<file path="src/rtl/serial_adder_ctrl_pkg.sv">
// Shared definitions for the bit-serial add/subtract controller.
// Latency: n/a (constants, types and a width helper only).
// Backpressure: n/a.
package serial_adder_defs;

  localparam logic [1:0] ST_IDLE = 2'd0;
  localparam logic [1:0] ST_RUN  = 2'd1;
  localparam logic [1:0] ST_DONE = 2'd2;

  localparam int WIDTH_MIN     = 1;
  localparam int WIDTH_MAX     = 32;
  localparam int WIDTH_DEFAULT = 8;

  typedef enum logic [1:0] {
    IDLE = ST_IDLE,
    RUN  = ST_RUN,
    DONE = ST_DONE
  } state_t;

  // One spare bit so the counter can never wrap inside an operation.
  function automatic int cnt_width(input int width);
    return $clog2(width) + 1;
  endfunction

endpackage

</file>
<file path="src/rtl/serial_adder_ctrl_if.sv">
// Request/result bundle between a requester and the serial adder controller.
// Latency: n/a (wiring only).
// Backpressure: none; start is only honoured while the controller is idle.
interface serial_adder_ctrl_if
  import serial_adder_defs::*;
#(
  parameter int WIDTH = WIDTH_DEFAULT
);
  logic             start;
  logic             sub;
  logic [WIDTH-1:0] op_a;
  logic [WIDTH-1:0] op_b;
  logic             cin;
  logic             busy;
  logic             done;
  logic [WIDTH-1:0] sum;
  logic             cout;
  logic             ovf;

  modport master (
    output start, sub, op_a, op_b, cin,
    input  busy, done, sum, cout, ovf
  );

  modport slave (
    input  start, sub, op_a, op_b, cin,
    output busy, done, sum, cout, ovf
  );
endinterface

</file>
<file path="src/rtl/serial_adder_ctrl_fa.sv">
// Single-bit full adder cell.
// Latency: combinational.
// Backpressure: n/a.
module full_adder (
  input  logic a,
  input  logic b,
  input  logic cin,
  output logic sum,
  output logic cout
);
  assign sum  = a ^ b ^ cin;
  assign cout = (a & b) | (a & cin) | (b & cin);
endmodule

</file>
<file path="src/rtl/serial_adder_ctrl.sv">
// Bit-serial add/subtract controller driving one full_adder cell, LSB first.
// Latency: WIDTH clocks from accepted start to done; one op per WIDTH+2 clocks.
// Backpressure: start is sampled only in IDLE; requests in RUN/DONE are dropped.
module serial_adder_ctrl
  import serial_adder_defs::*;
#(
  parameter int WIDTH = WIDTH_DEFAULT
) (
  input  logic               clk,
  input  logic               rst,
  serial_adder_ctrl_if.slave bus
);

  localparam int CW = cnt_width(WIDTH);

  state_t           state;
  state_t           state_nxt;
  logic [WIDTH-1:0] a_sh;
  logic [WIDTH-1:0] b_sh;
  logic [WIDTH-1:0] r_sh;
  logic [WIDTH-1:0] r_nxt;
  logic [WIDTH-1:0] sum_q;
  logic [CW-1:0]    cnt;
  logic             carry;
  logic             cout_q;
  logic             ovf_q;
  logic             busy_q;
  logic             done_q;
  logic             fa_sum;
  logic             fa_cout;
  logic             last;

  full_adder u_fa (
    .a    (a_sh[0]),
    .b    (b_sh[0]),
    .cin  (carry),
    .sum  (fa_sum),
    .cout (fa_cout)
  );

  assign last = (cnt == CW'(WIDTH - 1));

  // Result enters at the MSB so after WIDTH shifts bit 0 sits at bit 0.
  always_comb begin
    r_nxt            = r_sh >> 1;
    r_nxt[WIDTH-1]   = fa_sum;
  end

  always_ff @(posedge clk) begin
    if (rst) begin
      state <= IDLE;
    end else begin
      state <= state_nxt;
    end
  end

  always_comb begin
    state_nxt = state;
    case (state)
      IDLE:    if (bus.start) state_nxt = RUN;
      RUN:     if (last)      state_nxt = DONE;
      DONE:                   state_nxt = IDLE;
      default:                state_nxt = IDLE;
    endcase
  end

  always_ff @(posedge clk) begin
    if (rst) begin
      a_sh   <= '0;
      b_sh   <= '0;
      r_sh   <= '0;
      cnt    <= '0;
      carry  <= 1'b0;
      sum_q  <= '0;
      cout_q <= 1'b0;
      ovf_q  <= 1'b0;
      busy_q <= 1'b0;
      done_q <= 1'b0;
    end else begin
      busy_q <= (state_nxt == RUN);
      done_q <= (state_nxt == DONE);
      case (state)
        IDLE: begin
          if (bus.start) begin
            // Subtract is a + ~b + 1; the requester's cin is irrelevant then.
            a_sh  <= bus.op_a;
            b_sh  <= bus.sub ? ~bus.op_b : bus.op_b;
            carry <= bus.sub | bus.cin;
            r_sh  <= '0;
            cnt   <= '0;
          end
        end
        RUN: begin
          a_sh  <= a_sh >> 1;
          b_sh  <= b_sh >> 1;
          r_sh  <= r_nxt;
          carry <= fa_cout;
          cnt   <= cnt + CW'(1);
          if (last) begin
            // On the MSB step, carry still holds the carry into the MSB.
            sum_q  <= r_nxt;
            cout_q <= fa_cout;
            ovf_q  <= carry ^ fa_cout;
          end
        end
        default: ;
      endcase
    end
  end

  assign bus.busy = busy_q;
  assign bus.done = done_q;
  assign bus.sum  = sum_q;
  assign bus.cout = cout_q;
  assign bus.ovf  = ovf_q;

  a_width_legal: assert property (@(posedge clk)
    (WIDTH >= WIDTH_MIN) && (WIDTH <= WIDTH_MAX));

  a_done_pulse: assert property (@(posedge clk) disable iff (rst)
    bus.done |=> !bus.done);

  a_busy_done_excl: assert property (@(posedge clk) disable iff (rst)
    !(bus.busy && bus.done));

  a_result_stable: assert property (@(posedge clk) disable iff (rst)
    (state != RUN || !last) |=> $stable(bus.sum) && $stable(bus.cout) && $stable(bus.ovf));

endmodule
</file>
<file path="src/flat_wrapper.sv">
// flat-port wrapper written by rule: the top's interface ports become plain ports
module serial_adder_ctrl_flat import serial_adder_defs::*;
#(
  parameter int WIDTH = WIDTH_DEFAULT
)
  (clk, rst, bus_start, bus_sub, bus_op_a, bus_op_b, bus_cin, bus_busy, bus_done, bus_sum, bus_cout, bus_ovf);
  serial_adder_ctrl_if #(.WIDTH(WIDTH)) bus_i ();
  input  logic clk;
  input  logic rst;
  input wire logic [$bits(bus_i.start)-1:0] bus_start;
  input wire logic [$bits(bus_i.sub)-1:0] bus_sub;
  input wire logic [$bits(bus_i.op_a)-1:0] bus_op_a;
  input wire logic [$bits(bus_i.op_b)-1:0] bus_op_b;
  input wire logic [$bits(bus_i.cin)-1:0] bus_cin;
  output wire logic [$bits(bus_i.busy)-1:0] bus_busy;
  output wire logic [$bits(bus_i.done)-1:0] bus_done;
  output wire logic [$bits(bus_i.sum)-1:0] bus_sum;
  output wire logic [$bits(bus_i.cout)-1:0] bus_cout;
  output wire logic [$bits(bus_i.ovf)-1:0] bus_ovf;
  assign bus_i.start = bus_start;
  assign bus_i.sub = bus_sub;
  assign bus_i.op_a = bus_op_a;
  assign bus_i.op_b = bus_op_b;
  assign bus_i.cin = bus_cin;
  assign bus_busy = bus_i.busy;
  assign bus_done = bus_i.done;
  assign bus_sum = bus_i.sum;
  assign bus_cout = bus_i.cout;
  assign bus_ovf = bus_i.ovf;
  serial_adder_ctrl #(.WIDTH(WIDTH)) u_core (.clk(clk), .rst(rst), .bus(bus_i));
endmodule
</file>
<file path="config.mk">
export PLATFORM = sky130hd
export DESIGN_NAME = serial_adder_ctrl_flat
export DESIGN_NICKNAME = d
export VERILOG_FILES = /design/src/rtl/serial_adder_ctrl_pkg.sv /design/src/rtl/serial_adder_ctrl_if.sv /design/src/rtl/serial_adder_ctrl_fa.sv /design/src/rtl/serial_adder_ctrl.sv /design/src/flat_wrapper.sv
export SDC_FILE = /design/constraint.sdc
export NUM_CORES = 1
export LEC_CHECK = 0
export BUFFER_PORTS_ARGS = -buffer_cell sky130_fd_sc_hd__buf_2
export CAP_MARGIN = 15
export CORE_ASPECT_RATIO = 1.4
export CORE_MARGIN = 3
export CORE_UTILIZATION = 54
export DETAILED_ROUTE_END_ITERATION = 10
export HOLD_SLACK_MARGIN = 0.03
export PLACE_DENSITY = 0.75
export SYNTH_ARGS = -nofsm -noshare
export SYNTH_HDL_FRONTEND = slang
export SYNTH_SLANG_ARGS = --single-unit
</file>
<file path="constraint.sdc">
create_clock -name clk -period 1.7 [get_ports clk]
set_clock_uncertainty 0.15 [all_clocks]
set_input_delay 0.255 -clock clk [delete_from_list [all_inputs] [get_ports clk]]
set_output_delay 0.255 -clock clk [all_outputs]
set_load 0.005 [all_outputs]
</file>
==> results of run 1 <==
-- worst max-delay path: cells and delay by family (launching register included) --
family                     cells  cell delay [ns]
AOI/OAI and AO/OA              1             0.22
DFF                            1             0.34
adders and majority gates      1             0.25
and+or+nand+nor                2             0.47
-- cell usage after synthesis --
library cell   n  area share [%]
dfxtp_1       42              47
a21oi_1       17             4.8
a22oi_1       16             6.8
o22ai_1       15             5.3
nor2_1        14             3.0
nand2b_1       9             3.2
o21ai_0        8             2.3
xnor2_1        8             3.9
a31o_1         7             3.5
inv_1          6             1.3
buf_2          4             1.1
clkbuf_1       4            0.85
buf_6          3             1.9
o21a_1         3             1.3
a211oi_2       2             1.4
and2b_1        2            0.85
and3_1         2            0.71
clkbuf_2       2            0.56
nand2_1        2            0.42
nand4_1        2            0.71
a211oi_1       1            0.42
a221oi_1       1            0.49
a2bb2oi_1      1            0.49
a32o_1         1            0.56
and2_4         1            0.49
and3b_4        1            0.71
buf_4          1            0.42
fa_1           1             1.1
ha_1           1            0.71
mux2_2         1            0.63
nor3b_1        1            0.42
nor3b_2        1            0.71
o21ba_2        1            0.56
o21bai_2       1            0.63
xor2_1         1            0.49
-- state kept, by name, summed over array words and instances (netlist names) --
signal and flops:
u_core.bus.done 1, u_core.cnt 4, u_core.bus.cout 1, u_core.b_sh 8
u_core.a_sh 8, u_core.bus.ovf 1, u_core.state 2, u_core.r_sh 7
u_core.bus.sum 8, u_core.carry 1, u_core.bus.busy 1
-- layout by cell type (no fill, tap or decap), types with 2 or more instances in the layout --
cell type   n
inv_1       6
o21ai_0     8
o21a_1      3
nand2_1     2
buf_2      32
a211oi_2    2
dfxtp_1    42
o22ai_1    15
a31o_1      7
buf_4       4
and3_1      2
clkinv_2    2
nor2_1     14
nand4_1     2
xnor2_1     8
a21oi_1    17
a22oi_1    16
clkbuf_8    5
nand2b_1    9
-- cell families (layout without fill, tap and decap cells) --
logic type | count (synthesis) | in the layout | share of synthesized area [%]
xor+xnor | 9 | 9 | 4.44
compound gates | 74 | 74 | 28.4
buf+inv | 20 | 49 | 6.14
simple gates | 35 | 35 | 11.1
fa+ha+maj | 2 | 2 | 1.83
flops | 42 | 42 | 47.4
mux | 1 | 1 | 0.635
-- final cells by class --
cell class,instances,area [sq um],area share (%)
Multi-Input combinational cell,121,833,41.4
Clock inverter,2,10.0,0.497
Sequential cell,42,841,41.7
Timing Repair Buffer,36,190,9.44
Clock buffer,5,68.8,3.42
Tap cell,39,48.8,2.42
Inverter,6,22.5,1.12
-- worst max-delay path by stage --
stage	start	slack, ns	end	depth (start not counted)
after floorplan	u_core.cnt[0]$_SDFFE_PP0P_	0.24	u_core.bus.sum[0]$_SDFFE_PP0P_	5
after global placement	u_core.cnt[0]$_SDFFE_PP0P_	0.19	u_core.bus.sum[2]$_SDFFE_PP0P_	4
after detailed placement	u_core.state[0]$_SDFF_PP0_	0.15	u_core.cnt[3]$_SDFFE_PP0P_	3
after CTS	u_core.state[0]$_SDFF_PP0_	0.11	u_core.cnt[3]$_SDFFE_PP0P_	3
after global routing	u_core.cnt[0]$_SDFFE_PP0P_	0.08	u_core.bus.ovf$_SDFFE_PP0P_	4
final	u_core.cnt[0]$_SDFFE_PP0P_	0.17	u_core.bus.sum[1]$_SDFFE_PP0P_	4
-- where the power goes --
| part | internal [mW] | switching (mW) | leakage, nW |
|---|---|---|---|
| Combinational | 0.103 | 0.120 | 0.421 |
| Sequential | 1.03 | 0.0295 | 0.343 |
| Clock | 0.276 | 0.325 | 0.0438 |
-- routing by layer --
metal | share of wire [%] | wire length (um)
met4 | 2.1 | 76
met2 | 51 | 1870
met3 | 4.6 | 167
met5 | 0 | 0
met1 | 42 | 1540
-- through the flow --
stage          power [mW]  utilization, %  instances
2_1_floorplan        1.24               -        183
3_3_place_gp         1.29            61.7        244
3_5_place_dp         1.30            61.7        244
4_1_cts              1.89            64.2        251
5_1_grt              1.97            64.5        251
6_report             1.88            64.5        251
-- repair_timing --
item / in CTS / in global routing
setup buffers: 0 / 0
endpoints found under the setup margin: 0 / 4
resized for setup: 0 / 2
==> out/metrics.yaml, run 1 <==
status: "complete, no violations"
drt-pass1-iter-count: 4
clock_latency_ns: 0.29
synthCells: 183
drive_gt1_share_pct: 24.5
start_util_pct: 56.8
grt_max_degree: 32
syn-num-nets: 206
relSlewSlack_pct: 69.4
nFillCells: 287
place_area_sq_mm: 0.00193
grt_pass1_wl_um: 6180
postSynthAreaPerCell_sq_um: 9.70
clock-sinks: 42
num_antenna_cells: 0
power.leakage_nw: 0.808
r2r_end: "u_core.bus.sum[1]$_SDFFE_PP0P_"
grtUsageTotal_pct: 21.1
path_class: "reg -> reg"
fmax_ghz: 0.652
met2_usage_pct: 36.6
hold_viol_final: 0
holdPathStages: 3
rrSetupSlack_ns: 0.17
die_h_um: 73.8
crit_path_end_kind: "register"
cts_tree: "built"
grt_pass1_vias: 1451
grt_use_met1_pct: 23.0
reg2reg_depth: 4
clock-root-buffer: "clkbuf_8"
whs_endpoint: "u_core.a_sh[7]$_SDFFE_PP0P_"
clk_pin_slew_ns: 0.07
area_growth_pct: 13.5
numCtsBuffers: 5
ir_drop_v: 0.000598
crit_path_top_delay_cell: "dfxtp_1"
boundaryPins: 33
grt_busiest_layer: "met2"
start_kind: "register"
port_buffers: 32
ctsLongestPathBuffers: 2
dp_hpwl_um: 2590
yosysWarnings: 0
cts_hold_buf: 0
rsz0062_at_grt: "false"
syn_area_sq_mm: 0.00177
worstReg2RegStart: "u_core.cnt[0]$_SDFFE_PP0P_"
die_w_um: 54.4
yosysSeqAreaShare_pct: 47.4
initialDrtViolationCount: 32
htree_levels: 2
maxCapViolCount: 0
dieArea_sq_mm: 0.00402
gp_congestion: 0.753
worst_pin_slew_ns: 0.458
viasPerCell: 5.74
cp_max_fo: 14
overflow: 0
drc: 0
antenna_found_initial: 0
ant_nets: 0
ys_seq_elements: 42
cellPowerDensity_mw_per_mm2: 933
hp-start: "bus_op_a[7]"
path_cells: "ha_1, and3b_4, and2_4, a31o_1"
fin_hold_ws_ns: 0.0626
wl_um: 3660
synthDistinctLibCells: 35
layout.nets: 235
fin_area_sq_mm: 0.00201
core-area_sq_mm: 0.00312
tns_ns: 0
post-place-ws_ns: 0.145
worstPathRequired_ns: 1.74
arrival_ns: 1.57
setup_ws_ns: 0.165
fin_crit_ns: 1.53
wl_per_cell_um: 14.6
hold_class: "in -> reg"
finalSetupViolations: 0
num_vias: 1440
row_count: 24
cpPeakStageDelay_ns: 0.34
fin_crit_sh_pct: 90.3
slew_viol_final: 0
met3_usage_pct: 4.87
Note: power is estimated with default switching activity, not from simulation.
==> inputs of run 2 (changes only) <==
==> constraint.sdc (replaced) <==
create_clock -name clk -period 1.7 [get_ports clk]
set_clock_uncertainty 0.15 [all_clocks]
set_input_delay 0.085 -clock clk [delete_from_list [all_inputs] [get_ports clk]]
set_output_delay 0.085 -clock clk [all_outputs]
set_load 0.005 [all_outputs]
==> run 2 against run 1 <==
  * Count of clock-buffer cells in the layout grew 1
  * Largest power group unchanged
  * Worst hold slack worse by 0.018 ns
  * Fmax decreased by 2.3%
  * Critical path depth is 1 lower
  * Routed wire length increased by 12%
  * Setup slack lost 0.037 ns
  * Total power increased by 13%
  * Sequential power barely moved
  * Via count rose by 8.1%
==> out/metrics.yaml, run 2 (same netlist as run 1, synthesis figures left out) <==
status: "complete, no violations"  # unchanged
drive_gt1_share_pct: 22.4  # was 24.5%
boundaryPins: 33  # unchanged
place_area_sq_mm: 0.00192  # was 0.00193 sq mm
gp_congestion: 0.752  # was 0.753
nFillCells: 248  # was 287
finish.utilization_pct: 70.8  # was 64.5%
setup_ws_ns: 0.129  # was 0.165 ns
crit_path_end_kind: "register"  # unchanged
cts_tree: "built"  # unchanged
htree_levels: 2  # unchanged
hold_class: "in -> reg"  # unchanged
fin_crit_ns: 1.57  # was 1.53 ns
fmax_ghz: 0.636  # was 0.652 GHz
arrival_ns: 1.64  # was 1.57 ns
dp_hpwl_um: 2730  # was 2590 um
slew_viol_final: 0  # unchanged
core-area_sq_mm: 0.00312  # unchanged
grt_pass1_wl_um: 6530  # was 6180 um
wl_um: 4090  # was 3660 um
ctsLongestPathBuffers: 2  # unchanged
worst_pin_slew_ns: 0.494  # was 0.458 ns
numCtsBuffers: 5  # unchanged
final_common_cell: "dfxtp_1"  # unchanged
row_count: 24  # unchanged
hold_viol_final: 0  # unchanged
finalSetupViolations: 0  # unchanged
start_kind: "register"  # unchanged
port_buffers: 32  # unchanged
layout_common_cells: "dfxtp_1, buf_2, a21oi_1, dlygate4sd3_1, a22oi_1"  # was dfxtp_1, buf_2, a21oi_1
cts_setup_buffers: 0  # unchanged
power.leakage_nw: 0.887  # was 0.808 nW
relSlewSlack_pct: 66.9  # was 69.4%
post-place-ws_ns: 0.0802  # was 0.145 ns
initialDrtViolationCount: 52  # was 32
grtUsageTotal_pct: 22.7  # was 21.1%
die_h_um: 73.8  # unchanged
path_class: "reg -> reg"  # unchanged
rsz0062_at_grt: "false"  # unchanged
dieArea_sq_mm: 0.00402  # unchanged
cp_max_fo: 8  # was 14
maxCapViolCount: 0  # unchanged
clock-sinks: 42  # unchanged
layout.nets: 251  # was 235
drc: 0  # unchanged
regArea_sq_um: 841  # unchanged
viasPerCell: 5.83  # was 5.74
wl_per_cell_um: 15.3  # was 14.6 um
start_util_pct: 56.8  # unchanged
clock-root-buffer: "clkbuf_8"  # unchanged
worstPathRequired_ns: 1.77  # was 1.74 ns
die_w_um: 54.4  # unchanged
antenna_found_initial: 0  # unchanged
fin_area_sq_mm: 0.00221  # was 0.00201 sq mm
overflow: 0  # unchanged
fin_crit_sh_pct: 92.4  # was 90.3%
tns_ns: 0  # unchanged
ir_drop_v: 0.000761  # was 0.000598 V
ant_nets: 0  # unchanged
clock_latency_ns: 0.30  # was 0.29 ns
drt-pass1-iter-count: 4  # unchanged
clk_pin_slew_ns: 0.07  # about the same
cellPowerDensity_mw_per_mm2: 958  # was 933 mW/mm^2
grt_max_degree: 32  # unchanged
multi_input_area_sq_um: 833  # unchanged
area_growth_pct: 24.6  # was 13.5%
grt_pass1_vias: 1482  # was 1,451
num_vias: 1556  # was 1,440
num_antenna_cells: 0  # unchanged
[run 2: repair_timing]
item                       4_1_cts  5_1_grt
setup endpoints to repair        0        6
hold endpoints to repair        17        0
hold buffers                    17        0
gates resized for setup          0        2
[run 2: layout make-up]
| class | instances | share of cell area, % |
|---|---|---|
| Timing Repair Buffer | 52 | 16.0 |
| Inverter | 6 | 1.02 |
| Multi-Input combinational cell | 121 | 37.7 |
| Tap cell | 39 | 2.21 |
| Clock buffer | 6 | 3.74 |
| Clock inverter | 1 | 1.36 |
| Sequential cell | 42 | 38.0 |
[run 2: metal layers]
| metal | vias to the layer above | GRT usage, % | routed length, um |
|---|---|---|---|
| met5 | - | 0 | 0 |
| met4 | 0 | 11.4 | 67 |
| met3 | 8 | 6.29 | 216 |
| met2 | 52 | 39.5 | 2210 |
| met1 | 743 | 24.2 | 1590 |
| li1 | 753 | - | - |
[run 2: critical path, stage by stage, from the launching register on]
cell and delay, ns:
dfxtp_1 0.40, nor3b_2 0.46, nand2_1 0.28, o22ai_1 0.19
[run 2: worst paths after layout]
kind / endpoint / slack (ns) / startpoint / depth (start not counted)
setup / recovery: u_core.b_sh[1]$_SDFFE_PP0P_ / 0.13 / u_core.state[0]$_SDFF_PP0_ / 3
hold / removal: u_core.bus.busy$_SDFF_PP0_ / 0.04 / rst / 3
setup reg to reg: u_core.b_sh[1]$_SDFFE_PP0P_ / 0.13 / u_core.state[0]$_SDFF_PP0_ / 3
hold reg to reg: u_core.bus.ovf$_SDFFE_PP0P_ / 0.34 / u_core.bus.ovf$_SDFFE_PP0P_ / 2
[run 2: through the flow]
step	instances	power [mW]	hold slack (ns)
floorplan	183	1.24	0.0833
global placement	243	1.29	0.181
detailed placement	243	1.30	0.191
CTS	267	2.13	0.0455
global route	267	2.20	0.0807
finish	267	2.12	0.0447
[run 2: where the power goes]
part           switching [mW]  internal (mW)
Clock                   0.333          0.470
Combinational           0.131          0.126
Sequential             0.0305           1.03
==> inputs of run 3 (changes only) <==
--- a/config.mk
+++ b/config.mk
@@ -12,7 +12,7 @@
 export CORE_UTILIZATION = 54
 export DETAILED_ROUTE_END_ITERATION = 10
 export HOLD_SLACK_MARGIN = 0.03
-export PLACE_DENSITY = 0.75
+export PLACE_DENSITY = 0.85
 export SYNTH_ARGS = -nofsm -noshare
 export SYNTH_HDL_FRONTEND = slang
 export SYNTH_SLANG_ARGS = --single-unit
==> run 3 against run 2 <==
  * Combinational power is essentially flat
  * Setup slack worse by 0.0010 ns
  * Sequential power is essentially flat
  * Sequential cell count unchanged
  * Total power fell by 7.2%
  * Utilization decreased by 0.52 points
  * Cell count rose by 0.75%
  * First-iteration DRC count decreased by 19%
  * Global-route usage is 0.82 points lower
  * Via count fell by 0.84%
  * Fmax barely moved
  * Count of clock-buffer cells in the layout grew 1
  * Critical path type unchanged
  * Largest cell class unchanged
  * Highest routed layer unchanged
==> out/metrics.yaml, run 3 (same netlist as run 1, synthesis figures left out) <==
status: "complete, no violations"  # unchanged
relSlewSlack_pct: 68.7  # was 66.9%
num_antenna_cells: 0  # unchanged
rrSetupSlack_ns: 0.13  # about the same
finalSetupViolations: 0  # unchanged
drc: 0  # unchanged
dieArea_sq_mm: 0.00402  # unchanged
num_vias: 1543  # was 1,556
fin_hold_ws_ns: 0.0510  # was 0.0447 ns
hold_class: "in -> reg"  # unchanged
initialDrtViolationCount: 42  # was 52
hold_viol_final: 0  # unchanged
cts_setup_buffers: 0  # unchanged
clock-root-buffer: "clkbuf_8"  # unchanged
grt_pass1_wl_um: 6510  # was 6530 um
crit_path_top_delay_cell: "dfxtp_1"  # was nor3b_2
core-area_sq_mm: 0.00312  # unchanged
gp_congestion: 0.769  # was 0.752
row_count: 24  # unchanged
htree_levels: 2  # unchanged
clock-sinks: 42  # unchanged
grt_pass1_vias: 1469  # was 1,482
numCtsBuffers: 5  # unchanged
grtUsageTotal_pct: 21.9  # was 22.7%
grt_max_degree: 32  # unchanged
layout_common_cells: "dfxtp_1, buf_2, a21oi_1"  # was dfxtp_1, buf_2, a21oi_1, dlygate4sd3_1, a22oi_1
wl_per_cell_um: 15.2  # was 15.3 um
cts_tree: "built"  # unchanged
antenna_found_initial: 0  # unchanged
fin_crit_sh_pct: 92.5  # was 92.4%
arrival_ns: 1.60  # was 1.64 ns
viasPerCell: 5.74  # was 5.83
power.leakage_nw: 0.884  # was 0.887 nW
drive_gt1_share_pct: 23.0  # was 22.4%
clock_latency_ns: 0.29  # was 0.30 ns
maxCapViolCount: 0  # unchanged
wl_um: 4090  # about the same
reg2reg_depth: 4  # was 3
nFillCells: 228  # was 248
clk_pin_slew_ns: 0.08  # was 0.07 ns
ir_drop_v: 0.000931  # was 0.000761 V
fin_crit_ns: 1.57  # about the same
worstReg2RegStart: "u_core.cnt[0]$_SDFFE_PP0P_"  # was u_core.state[0]$_SDFF_PP0_
drt-pass1-iter-count: 4  # unchanged
worstPathRequired_ns: 1.73  # was 1.77 ns
ctsLongestPathBuffers: 2  # unchanged
path_cells: "ha_1, and3b_4, and2_4, o21ai_0"  # was nor3b_2, nand2_1, o22ai_1
overflow: 0  # unchanged
ant_nets: 0  # unchanged
die_h_um: 73.8  # unchanged
start_util_pct: 56.8  # unchanged
rsz0062_at_grt: "false"  # unchanged
path_class: "reg -> reg"  # unchanged
r2r_end: "u_core.bus.ovf$_SDFFE_PP0P_"  # was u_core.b_sh[1]$_SDFFE_PP0P_
finish.utilization_pct: 70.3  # was 70.8%
hp-start: "bus_cin"  # was rst
slew_viol_final: 0  # unchanged
start_kind: "register"  # unchanged
area_growth_pct: 23.7  # was 24.6%
port_buffers: 32  # unchanged
whs_endpoint: "u_core.carry$_SDFFE_PP0P_"  # was u_core.bus.busy$_SDFF_PP0_
dp_hpwl_um: 2530  # was 2730 um
fmax_ghz: 0.636  # about the same
holdPathStages: 4  # was 3
cpPeakStageDelay_ns: 0.38  # was 0.46 ns
boundaryPins: 33  # unchanged
die_w_um: 54.4  # unchanged
crit_path_end_kind: "register"  # unchanged
layout.nets: 252  # was 251
cellPowerDensity_mw_per_mm2: 895  # was 958 mW/mm^2
tns_ns: 0  # unchanged
worst_pin_slew_ns: 0.469  # was 0.494 ns
cp_max_fo: 14  # was 8
fin_area_sq_mm: 0.00219  # was 0.00221 sq mm
place_area_sq_mm: 0.00193  # was 0.00192 sq mm
final_common_cell: "dfxtp_1"  # unchanged
-- run 3: cell types whose count changed in the layout (fill, tap and decap cells not counted), sizes merged --
| cell | delta |
|---|---|
| buf | +2 |
| bufinv | -1 |
| clkbuf | +1 |
| clkinv | +1 |
| dlygate4sd3 | -1 |
-- run 3: power breakdown --
part	leakage (nW)	internal (mW)	switching [mW]	total, mW
logic	0.493	0.128	0.130	0.259
clock network	0.0482	0.327	0.319	0.646
registers	0.343	1.03	0.0310	1.06
total	0.884	1.48	0.480	1.96
-- run 3: worst max-delay path by stage --
| stage | from | endpoint | cells past startpoint |
|---|---|---|---|
| detailed placement | u_core.cnt[0]$_SDFFE_PP0P_ | u_core.bus.ovf$_SDFFE_PP0P_ | 4 |
| floorplan | u_core.cnt[0]$_SDFFE_PP0P_ | u_core.bus.sum[0]$_SDFFE_PP0P_ | 5 |
| global placement | u_core.cnt[0]$_SDFFE_PP0P_ | u_core.bus.sum[2]$_SDFFE_PP0P_ | 4 |
| finish | u_core.cnt[0]$_SDFFE_PP0P_ | u_core.bus.ovf$_SDFFE_PP0P_ | 4 |
| CTS | u_core.cnt[0]$_SDFFE_PP0P_ | u_core.bus.sum[3]$_SDFFE_PP0P_ | 4 |
| global route | u_core.cnt[0]$_SDFFE_PP0P_ | u_core.bus.ovf$_SDFFE_PP0P_ | 4 |
-- run 3: final cells by class --
| type | instances | area [sq um] | share of cell area, % |
|---|---|---|---|
| Clock inverter | 1 | 5.00 | 0.228 |
| Multi-Input combinational cell | 121 | 833 | 38.0 |
| Sequential cell | 42 | 841 | 38.3 |
| Inverter | 6 | 22.5 | 1.03 |
| Tap cell | 39 | 48.8 | 2.22 |
| Clock buffer | 7 | 86.3 | 3.93 |
| Timing Repair Buffer | 53 | 358 | 16.3 |
-- run 3: worst max-delay path, delay by kind of cell, from the launching register on --
kind	cells	cell delay, ns
AOI/OAI and AO/OA	1	0.11
DFF	1	0.38
adders and majority gates	1	0.24
and+or+nand+nor	2	0.58
-- run 3: through the flow --
step	instances	setup slack [ns]	power [mW]
after floorplan	183	0.238	1.24
after global placement	245	0.185	1.29
after detailed placement	245	0.132	1.30
after CTS	269	0.124	1.97
after global routing	269	0.0405	2.05
final	269	0.128	1.96
-- run 3: layer usage --
metal | GRT usage (%) | wire length, um | vias to the layer above | share of wire [%]
li1 | - | - | 756 | -
met1 | 26.3 | 1720 | 724 | 42
met2 | 36.0 | 2070 | 50 | 51
met3 | 5.88 | 200 | 13 | 4.9
met4 | 9.14 | 102 | 0 | 2.5
met5 | 0 | 0 | - | 0
-- run 3: repair_timing --
item	in CTS	in global routing
resized for setup	0	2
setup endpoints to repair	0	3
hold endpoints to repair	16	0
hold buffers	16	0
